### src/rtl/systolic_scheduler_pkg.sv
// Shared types and helpers for the systolic array scheduler.
package systolic_pkg;

    typedef enum logic [1:0] {IDLE, LOAD, COMPUTE} sched_state_t;

    // Cycles needed for one full multiply wavefront across the array.
    function automatic int compute_len(int rows, int cols, int stagger);
        return (rows + cols - 1) * stagger;
    endfunction

endpackage

### src/rtl/systolic_scheduler_if.sv
// Controller <-> scheduler bundle: run request inputs and row-control outputs.
interface systolic_scheduler_if #(
    parameter int ROWS   = 4,
    parameter int TILE_W = 8
);
    logic              general_enable;
    logic              start;
    logic [TILE_W-1:0] num_tiles;
    logic              reuse_weights;
    logic              abort;
    logic              busy;
    logic [ROWS-1:0]   load_weight;
    logic [ROWS-1:0]   enable_mult;
    logic [TILE_W-1:0] tile_idx;
    logic              tile_done;
    logic              done;

    modport master (
        output general_enable, start, num_tiles, reuse_weights, abort,
        input  busy, load_weight, enable_mult, tile_idx, tile_done, done
    );

    modport slave (
        input  general_enable, start, num_tiles, reuse_weights, abort,
        output busy, load_weight, enable_mult, tile_idx, tile_done, done
    );
endinterface

### src/rtl/systolic_scheduler_stagger_timer.sv
// Divide-by-STAGGER tick plus wavefront step counter; exposes next values so
// the owner can register outputs that describe the upcoming cycle.
module stagger_timer #(
    parameter int STAGGER = 4,
    parameter int SW      = 3
) (
    input  logic          clk,
    input  logic          reset,
    input  logic          en,
    input  logic          clr,
    input  logic          adv,
    output logic          tick,
    output logic          tick_nxt,
    output logic [SW-1:0] step,
    output logic [SW-1:0] step_nxt
);
    localparam int DW = (STAGGER > 1) ? $clog2(STAGGER) : 1;

    logic [DW-1:0] div_q, div_nxt;

    assign tick     = (div_q   == DW'(STAGGER - 1));
    assign tick_nxt = (div_nxt == DW'(STAGGER - 1));

    always_comb begin
        div_nxt  = div_q;
        step_nxt = step;
        if (clr) begin
            div_nxt  = '0;
            step_nxt = '0;
        end else if (adv) begin
            if (tick) begin
                div_nxt  = '0;
                step_nxt = step + SW'(1);
            end else begin
                div_nxt  = div_q + DW'(1);
            end
        end
    end

    always_ff @(posedge clk or negedge reset) begin
        if (!reset) begin
            div_q <= '0;
            step  <= '0;
        end else if (en) begin
            div_q <= div_nxt;
            step  <= step_nxt;
        end
    end
endmodule

### src/rtl/systolic_scheduler.sv
// Weight-stationary array sequencer: per tile, row-by-row weight load then a
// staggered multiply wavefront; runs several tiles with optional weight reuse.
module systolic_scheduler
    import systolic_pkg::*;
#(
    parameter int ROWS    = 4,
    parameter int COLS    = 4,
    parameter int STAGGER = 4,
    parameter int TILE_W  = 8
) (
    input  logic                 clk,
    input  logic                 reset,
    systolic_scheduler_if.slave  sb
);
    localparam int L     = compute_len(ROWS, COLS, STAGGER);
    localparam int STEPS = L / STAGGER;
    localparam int SW    = (STEPS > 1) ? $clog2(STEPS) : 1;
    localparam int RW    = (ROWS > 1) ? $clog2(ROWS) : 1;

    sched_state_t      state_q, state_nxt;
    logic [RW-1:0]     row_q, row_nxt;
    logic [TILE_W-1:0] tiles_q, tiles_nxt, tile_nxt;
    logic              reuse_q, reuse_nxt;
    logic              clr, adv, last;
    logic              tick, tick_nxt;
    logic [SW-1:0]     step, step_nxt;
    logic [ROWS-1:0]   lw_d, em_d;
    logic              td_d, done_d;

    stagger_timer #(.STAGGER(STAGGER), .SW(SW)) u_timer (
        .clk      (clk),
        .reset    (reset),
        .en       (sb.general_enable),
        .clr      (clr),
        .adv      (adv),
        .tick     (tick),
        .tick_nxt (tick_nxt),
        .step     (step),
        .step_nxt (step_nxt)
    );

    assign last = (state_q == COMPUTE) && (step == SW'(STEPS - 1)) && tick;

    always_comb begin
        state_nxt = state_q;
        row_nxt   = row_q;
        tiles_nxt = tiles_q;
        reuse_nxt = reuse_q;
        tile_nxt  = sb.tile_idx;
        clr       = 1'b1;
        adv       = 1'b0;
        case (state_q)
            IDLE: begin
                // abort suppresses a coincident start
                if (sb.start && !sb.abort) begin
                    state_nxt = LOAD;
                    row_nxt   = '0;
                    tile_nxt  = '0;
                    tiles_nxt = (sb.num_tiles == '0) ? TILE_W'(1) : sb.num_tiles;
                    reuse_nxt = sb.reuse_weights;
                end
            end
            LOAD: begin
                if (sb.abort) begin
                    state_nxt = IDLE;
                    tile_nxt  = '0;
                end else if (row_q == RW'(ROWS - 1)) begin
                    state_nxt = COMPUTE;
                end else begin
                    row_nxt   = row_q + RW'(1);
                end
            end
            COMPUTE: begin
                if (sb.abort) begin
                    state_nxt = IDLE;
                    tile_nxt  = '0;
                end else if (last) begin
                    if (sb.tile_idx == tiles_q - TILE_W'(1)) begin
                        state_nxt = IDLE;
                        tile_nxt  = '0;
                    end else begin
                        tile_nxt  = sb.tile_idx + TILE_W'(1);
                        state_nxt = reuse_q ? COMPUTE : LOAD;
                        row_nxt   = '0;
                    end
                end else begin
                    clr = 1'b0;
                    adv = 1'b1;
                end
            end
            default: state_nxt = IDLE;
        endcase
    end

    // Outputs are decoded from the next-cycle view so they can be registered.
    always_comb begin
        em_d = '0;
        for (int i = 0; i < ROWS; i++) begin
            if (state_nxt == COMPUTE && int'(step_nxt) >= i && int'(step_nxt) < i + COLS)
                em_d[ROWS-1-i] = 1'b1;
        end
        lw_d   = (state_nxt == LOAD) ? (ROWS'(1) << row_nxt) : '0;
        td_d   = (state_nxt == COMPUTE) && (step_nxt == SW'(STEPS - 1)) && tick_nxt;
        done_d = td_d && (tile_nxt == tiles_nxt - TILE_W'(1));
    end

    always_ff @(posedge clk or negedge reset) begin
        if (!reset) begin
            state_q        <= IDLE;
            row_q          <= '0;
            tiles_q        <= TILE_W'(1);
            reuse_q        <= 1'b0;
            sb.busy        <= 1'b0;
            sb.load_weight <= '0;
            sb.enable_mult <= '0;
            sb.tile_idx    <= '0;
            sb.tile_done   <= 1'b0;
            sb.done        <= 1'b0;
        end else if (sb.general_enable) begin
            state_q        <= state_nxt;
            row_q          <= row_nxt;
            tiles_q        <= tiles_nxt;
            reuse_q        <= reuse_nxt;
            sb.busy        <= (state_nxt != IDLE);
            sb.load_weight <= lw_d;
            sb.enable_mult <= em_d;
            sb.tile_idx    <= tile_nxt;
            sb.tile_done   <= td_d;
            sb.done        <= done_d;
        end
    end
endmodule

### src/flat_wrapper.sv
// flat-port wrapper written by rule: the top's interface ports become plain ports
module systolic_scheduler_flat import systolic_pkg::*;
#(
    parameter int ROWS    = 4,
    parameter int COLS    = 4,
    parameter int STAGGER = 4,
    parameter int TILE_W  = 8
)
  (clk, reset, sb_general_enable, sb_start, sb_num_tiles, sb_reuse_weights, sb_abort, sb_busy, sb_load_weight, sb_enable_mult, sb_tile_idx, sb_tile_done, sb_done);
  systolic_scheduler_if #(.ROWS(ROWS), .TILE_W(TILE_W)) sb_i ();
  input  logic clk;
  input  logic reset;
  input wire logic [$bits(sb_i.general_enable)-1:0] sb_general_enable;
  input wire logic [$bits(sb_i.start)-1:0] sb_start;
  input wire logic [$bits(sb_i.num_tiles)-1:0] sb_num_tiles;
  input wire logic [$bits(sb_i.reuse_weights)-1:0] sb_reuse_weights;
  input wire logic [$bits(sb_i.abort)-1:0] sb_abort;
  output wire logic [$bits(sb_i.busy)-1:0] sb_busy;
  output wire logic [$bits(sb_i.load_weight)-1:0] sb_load_weight;
  output wire logic [$bits(sb_i.enable_mult)-1:0] sb_enable_mult;
  output wire logic [$bits(sb_i.tile_idx)-1:0] sb_tile_idx;
  output wire logic [$bits(sb_i.tile_done)-1:0] sb_tile_done;
  output wire logic [$bits(sb_i.done)-1:0] sb_done;
  assign sb_i.general_enable = sb_general_enable;
  assign sb_i.start = sb_start;
  assign sb_i.num_tiles = sb_num_tiles;
  assign sb_i.reuse_weights = sb_reuse_weights;
  assign sb_i.abort = sb_abort;
  assign sb_busy = sb_i.busy;
  assign sb_load_weight = sb_i.load_weight;
  assign sb_enable_mult = sb_i.enable_mult;
  assign sb_tile_idx = sb_i.tile_idx;
  assign sb_tile_done = sb_i.tile_done;
  assign sb_done = sb_i.done;
  systolic_scheduler #(.ROWS(ROWS), .COLS(COLS), .STAGGER(STAGGER), .TILE_W(TILE_W)) u_core (.clk(clk), .reset(reset), .sb(sb_i));
endmodule
### config.mk
export PLATFORM = sky130hd
export DESIGN_NAME = systolic_scheduler_flat
export DESIGN_NICKNAME = d
export VERILOG_FILES = /design/src/rtl/systolic_scheduler_pkg.sv /design/src/rtl/systolic_scheduler_if.sv /design/src/rtl/systolic_scheduler_stagger_timer.sv /design/src/rtl/systolic_scheduler.sv /design/src/flat_wrapper.sv
export SDC_FILE = /design/constraint.sdc
export NUM_CORES = 1
export LEC_CHECK = 0
export CAP_MARGIN = 0
export CORE_ASPECT_RATIO = 0.9
export CORE_MARGIN = 5
export CORE_UTILIZATION = 55
export CTS_BUF_LIST = sky130_fd_sc_hd__clkbuf_2
export DETAILED_ROUTE_END_ITERATION = 12
export GPL_TIMING_DRIVEN = 0
export PLACE_DENSITY_LB_ADDON = 0.3
export RECOVER_POWER = 50
export SKIP_CTS_REPAIR_TIMING = 1
export SLEW_MARGIN = 10
export SYNTH_ARGS = -nofsm -noshare
export SYNTH_HDL_FRONTEND = slang
export SYNTH_SLANG_ARGS = --single-unit
### constraint.sdc
create_clock -name clk -period 3.8 [get_ports clk]
set_input_delay 1.14 -clock clk [delete_from_list [all_inputs] [get_ports clk]]
set_output_delay 1.14 -clock clk [all_outputs]
set_load 0.1 [all_outputs]
==> metrics, run 1 <==
fraction of synthesized cell area taken by the top area cell type=31.6%; unrepaired setup endpoints after global routing=no; status=finished, final reports clean; synthesized flop and latch total=37; Overall Power=1.51 mW; switch share=41.2%; YS warnings=0; GRT Residual Overflow=0; fin cells=449; largest net degree at the start of global routing=23; clk_lat worst skew=0.44 ns; Final Setup Violations=0; Hold Crit Depth=1; synth top area cells=dfrtp_1 (32%), nor2_1 (5.3%), mux2_2 (4.7%); Critical Path Source Type=primary input; Worst Path Required=4.14 ns; Post-DRT Antenna Nets=0; # H-tree levels=2; synth cell count leaders=nor2_1 (40), dfrtp_1 (36), nand2_1 (35); cell count after synthesis=339; Main synth FF type=dfrtp_1; CP Class=in2reg; Worst Hold Launch=u_core.sb.load_weight[1]$_DFFE_PN0P_; CTS max path bufs=2; Max-slew headroom=17.5%; Logic pwr share=44.0%; DRT iter0 DRCs=273; WP data arrival=4.01 ns; vias in the first global route=2,491; TNS Setup=0 ns; Reg clk slew, reported paths=0.21 ns; dpl cells=435; Residual DRC=0; number of flops mapped to enable cells by yosys=0; Max Transition Viols Final=0; via count=2,725; worst vdd ir=0.000274 V; leading area contributor after synthesis=dfrtp_1; fin crit share=96.6%; Async SR Flop Fraction=100%; multi-input logic area=1820 um2; Clk pwr share=22.0%; Cell Area, Placed=3260 um2; Power Dens Cells=442 nW/um2; LEAKAGE=1.41 nW; Worst-Margin Slew=1.24 ns; FF/Latch Area=927 um2; Seq/Total Area, Yosys=32.5%; PnR worst setup slack=0.128 ns; dpl ws=-0.959 ns; die width=85.9 um; antenna cells=0; core footprint=4920 um2; Port Buf Inserts=30; Setup crit end kind=flip-flop; average cell area after synthesis=8.42 um2; All-Layer GR Usage=22.2%; fin area=3420 um2; final wirelength=7.30 mm; Setup Skew=0.0457 ns; global-route wire length before repair=12.1 mm; Root Driver=clkbuf_2; Num CTS Buffers=5; P&R area growth vs syn=19.7%; initial antenna violation count=0; CTS tree=done; sequential power share=34.1%; Tmin final=3.67 ns; R2R cell count=10; io pins=33; dpl hpwl=5.37 mm; max frequency=272 MHz; worst flop-to-flop path startpoint=u_core.tiles_q[2]$_DFFE_PN0P_; Max Fanout on Critical Path=10; DR WL/cell=16.3 um; GPL Wtd Cong=0.919; HP Class=reg2reg; syn_nets=359; internal power=888 uW; row cnt=24; Fill cells=389; vias per cell=6.07; Crit. Startpoint=sb_start; top-count cell post-synth=nor2_1; share of layout cells above drive strength 1=13.8%; DRT Pass-1 Iters=5; Die Height=78.3 um; Final #Nets=403; Initial Util=58.0%; Netlist cell types=65; die area=6730 um2; final hold violations=0; max-cap violation count=0; Sw Pwr=621 uW; Mapped Area=2850 um2; Clock Sinks=37
## cell families after synthesis
family	after synthesis	synth area share (%)
buf+inv	34	5.13
fa+ha+maj	6	2.63
flops	37	32.5
mux	23	9.03
xor+xnor	22	6.75
compound gates	76	18.1
simple gates	141	25.9
## area by class of cell
cell class | count | share of cell area, %
buffer | 19 | 2.64
clock buffer | 5 | 0.733
clock inverter | 3 | 2.01
inverter | 15 | 1.65
multi-input combinational | 268 | 53.2
sequential | 37 | 27.1
tap | 65 | 2.38
timing repair buffer | 37 | 10.3
## power groups by stage
stage,clock network [mW],logic (mW),registers (mW)
finish,0.331,0.663,0.514
global route,0.357,0.715,0.524
CTS,0.333,0.639,0.510
detailed placement,0,0.635,0.518
global placement,0,0.618,0.515
floorplan,0,0.405,0.595
## state kept, by name, summed over array words and instances, names as in the netlist
| signal | cells |
|---|---|
| u_core.reuse_q | 1 |
| u_core.row_q | 2 |
| u_core.sb.busy | 1 |
| u_core.sb.done | 1 |
| u_core.sb.enable_mult | 4 |
| u_core.sb.load_weight | 4 |
| u_core.sb.tile_done | 1 |
| u_core.sb.tile_idx | 8 |
| u_core.state_q | 2 |
| u_core.tiles_q | 8 |
| u_core.u_timer.div_q | 2 |
| u_core.u_timer.step | 3 |
## worst max-delay path, stage by stage
cell and delay, ns:
clkbuf_2 0.13, or4b_4 0.50, buf_6 0.17, a21oi_2 0.17, ha_2 0.24, nand3_1 0.09, xor2_1 0.17, mux2i_1 0.21
o22ai_1 0.12, mux2_2 0.29, nor4_2 0.27, nand4_1 0.21, o32ai_2 0.29
## path summary, 6_finish.rpt
check,end,slack (ns)
setup / recovery,u_core.sb.done$_DFFE_PN0P_,0.13
hold / removal,u_core.sb.load_weight[1]$_DFFE_PN0P_,0.51
setup reg to reg,u_core.sb.done$_DFFE_PN0P_,0.27
hold reg to reg,u_core.sb.load_weight[1]$_DFFE_PN0P_,0.51
max in group asynchronous,u_core.sb.tile_idx[1]$_DFFE_PN0P_,1.43
min in group asynchronous,u_core.sb.load_weight[0]$_DFFE_PN0P_,0.77
## placed cells by master, fill, tap and decap left out, types with 3 or more instances in the layout
cell | synthesis | final
nor2_1 | 40 | 39
dfrtp_1 | 36 | 36
nand2_1 | 35 | 35
clkdlybuf4s50_1 | 0 | 21
o21ai_0 | 19 | 19
a21oi_1 | 18 | 17
clkbuf_1 | 13 | 17
inv_1 | 15 | 15
xor2_1 | 13 | 13
nand3_1 | 12 | 12
mux2_2 | 12 | 12
mux2i_1 | 10 | 10
nor3_1 | 11 | 10
xnor2_1 | 9 | 9
dlymetal6s2s_1 | 0 | 7
o22ai_1 | 6 | 6
clkbuf_2 | 0 | 6
nand4_1 | 5 | 5
or3_1 | 5 | 5
o2bb2ai_1 | 5 | 5
ha_1 | 6 | 5
buf_4 | 0 | 5
and3_1 | 4 | 4
buf_2 | 3 | 3
nor3b_1 | 3 | 3
and2_1 | 3 | 3
a21o_1 | 3 | 3
## layer usage
layer | global-route usage [%] | routed length, um | vias to the layer above
met5 | 0 | 0 | -
met4 | 4.91 | 56 | 0
met3 | 4.61 | 433 | 9
met2 | 33.8 | 3390 | 116
met1 | 32.5 | 3430 | 1301
li1 | - | - | 1299
## metrics by stage
stage | util (%) | hold WS (ns)
finish | 69.4 | 0.514
global route | 69.4 | 0.542
CTS | 68.1 | 0.519
detailed placement | 66.2 | 0.474
global placement | 65.7 | 0.471
floorplan | - | 0.460
(Power assumes the default switching activity.)
==> inputs of run 2 (changes only) <==
PLACE_DENSITY = 0.79   (was not set)
PLACE_DENSITY_LB_ADDON = not set   (was 0.3)
SLEW_MARGIN = not set   (was 10)
==> metrics, run 2 (same netlist as run 1, synthesis figures left out) <==
Min-Delay Endpoint=u_core.sb.load_weight[1]$_DFFE_PN0P_; met3 Use GR=3.87% (-0.73 points); io pins=33 (unchanged); Final Core Density=68.6% (-0.74 points); CTS tree=done; GRT Residual Overflow=0 (unchanged); initial antenna violation count=0 (unchanged); dpl hpwl=5.19 mm (-3.4%); global-route wire length before repair=11.9 mm (-2.0%); Sw Pwr=618 uW (-0.54%); switch share=42.9% (+1.8 points); Reg clk slew, reported paths=0.22 ns (about the same); r2r setup slk=0.36 ns (+0.09 ns); antenna cells=0 (unchanged); status=finished, violations left; worst flop-to-flop path startpoint=u_core.tiles_q[2]$_DFFE_PN0P_; die area=6730 um2 (unchanged); clk_lat worst skew=0.43 ns (about the same); worst vdd ir=0.000280 V (+2.3%); Critical Path Source Type=primary input; Max Fanout on Critical Path=4 (-6); Max Transition Viols Final=38 (+38); Overall Power=1.44 mW (-4.7%); row cnt=24 (unchanged); CP Class=in2reg; fin cells=447 (-0.45%); WP data arrival=4.05 ns (+0.04 ns); max frequency=270 MHz (-0.87%); max-cap violation count=1 (+1); Worst-Margin Slew=2.03 ns (+0.790 ns); # H-tree levels=2 (unchanged); GRT busiest layer=met2; All-Layer GR Usage=21.7% (-0.50 points); P&R area growth vs syn=18.4%; vias per cell=6.04 (-0.51%); Fill cells=391 (+0.51%); Setup Skew=0.0188 ns (-0.0269 ns); die width=85.9 um (unchanged); final wirelength=7.23 mm (-0.96%); Residual DRC=0 (unchanged); via count=2,699 (-0.95%); Hold Crit Depth=1 (unchanged); Worst Hold Launch=u_core.sb.load_weight[1]$_DFFE_PN0P_; core footprint=4920 um2 (unchanged); DRT Pass-1 Iters=5 (unchanged); HP Class=reg2reg; fin area=3380 um2 (-1.1%); Logic pwr share=46.3% (+2.3 points); Num CTS Buffers=5 (unchanged); dpl cells=434 (-0.23%); Final #Nets=401 (-0.50%); Cell Area, Placed=3230 um2 (-0.84%); LEAKAGE=1.35 nW (-3.9%); sequential power share=35.7% (+1.6 points); Power Dens Cells=426 nW/um2 (-3.6%); vias in the first global route=2,449 (-1.7%); largest registers=u_core.sb.tile_idx: 8 flops, u_core.tiles_q: 8 flops; internal power=821 uW (-7.6%); Root Driver=clkbuf_2; WHS=0.517 ns (+0.00343 ns); multi-input logic area=1820 um2 (+0.28%); Max-slew headroom=-35.2% (-53 points); DR WL/cell=16.2 um (-0.52%); fin crit share=97.5% (+0.85 points); met2 Use GR=33.0% (-0.85 points); final hold violations=0 (unchanged); Post-DRT Antenna Nets=0 (unchanged); R2R cell count=10 (unchanged); reg-to-reg endpoint=u_core.sb.done$_DFFE_PN0P_; DRT iter0 DRCs=183 (-33%); Setup crit end kind=flip-flop; most frequent cells in the layout=nor2_1 (38), dfrtp_1 (36), nand2_1 (35), clkdlybuf4s50_1 (25), o21ai_0 (19); met1 GRT Util=31.4% (-1.1 points); Clock Sinks=37 (unchanged); Port Buf Inserts=30 (unchanged); Tmin final=3.70 ns (+0.0323 ns); Initial Util=58.0% (unchanged); violated checks=max-capacitance violations, max-slew violations; FF/Latch Area=927 um2 (unchanged); share of layout cells above drive strength 1=13.1% (-0.71 points); Worst Path Required=4.15 ns (about the same); Die Height=78.3 um (unchanged); largest net degree at the start of global routing=38 (+65%); GPL Wtd Cong=0.902 (-1.9%); Final Setup Violations=0 (unchanged); commonest non-fill, non-tap cell in the layout=nor2_1; CTS max path bufs=2 (unchanged); Clk pwr share=18.0% (-4.0 points)
run 2: cell type report:
cell class	instances	share of cell area, %
well taps	65	2.41
clock buffers	5	0.740
inverters	15	1.67
multi-input cells	268	53.9
repair buffers	35	10.0
flip-flops and latches	37	27.4
plain buffers	19	2.67
clock inverters	3	1.22
run 2: metal layers:
| layer | vias to the layer above | routed length, um |
|---|---|---|
| li1 | 1294 | - |
| met1 | 1272 | 3380 |
| met2 | 119 | 3280 |
| met3 | 14 | 465 |
| met4 | 0 | 111 |
| met5 | - | 0 |
run 2: power groups by stage:
stage	Combinational (mW)	Sequential, mW	Clock [mW]
floorplan	0.405	0.595	0
global placement	0.620	0.515	0
detailed placement	0.627	0.518	0
CTS	0.633	0.510	0.263
global route	0.717	0.522	0.284
finish	0.666	0.514	0.258
run 2: metrics by stage:
step                       TNS, ns  worst slack [ns]
after floorplan                  0          0.000950
after global placement      -0.861            -0.861
after detailed placement    -0.865            -0.865
after CTS                   -0.428            -0.428
after global routing      -0.00420          -0.00420
final                            0            0.0962
run 2: worst max-delay path by stage:
stage                          from                          to  depth (start not counted)
floorplan                  sb_abort  u_core.sb.done$_DFFE_PN0P_                         13
global placement           sb_start  u_core.sb.done$_DFFE_PN0P_                         13
detailed placement         sb_start  u_core.sb.done$_DFFE_PN0P_                         13
CTS                        sb_start  u_core.sb.done$_DFFE_PN0P_                         13
global route        sb_num_tiles[1]  u_core.sb.done$_DFFE_PN0P_                         14
finish              sb_num_tiles[1]  u_core.sb.done$_DFFE_PN0P_                         14
run 2: worst max-delay path, stage by stage:
cell,delay [ns]
clkdlybuf4s50_1,0.55
nor2_1,0.08
a31oi_2,0.26
nor2_2,0.07
a21oi_4,0.17
ha_4,0.18
nand3_1,0.08
xor2_1,0.17
mux2i_1,0.20
o22ai_1,0.13
mux2_2,0.28
nor4_2,0.28
nand4_1,0.21
o32ai_2,0.24
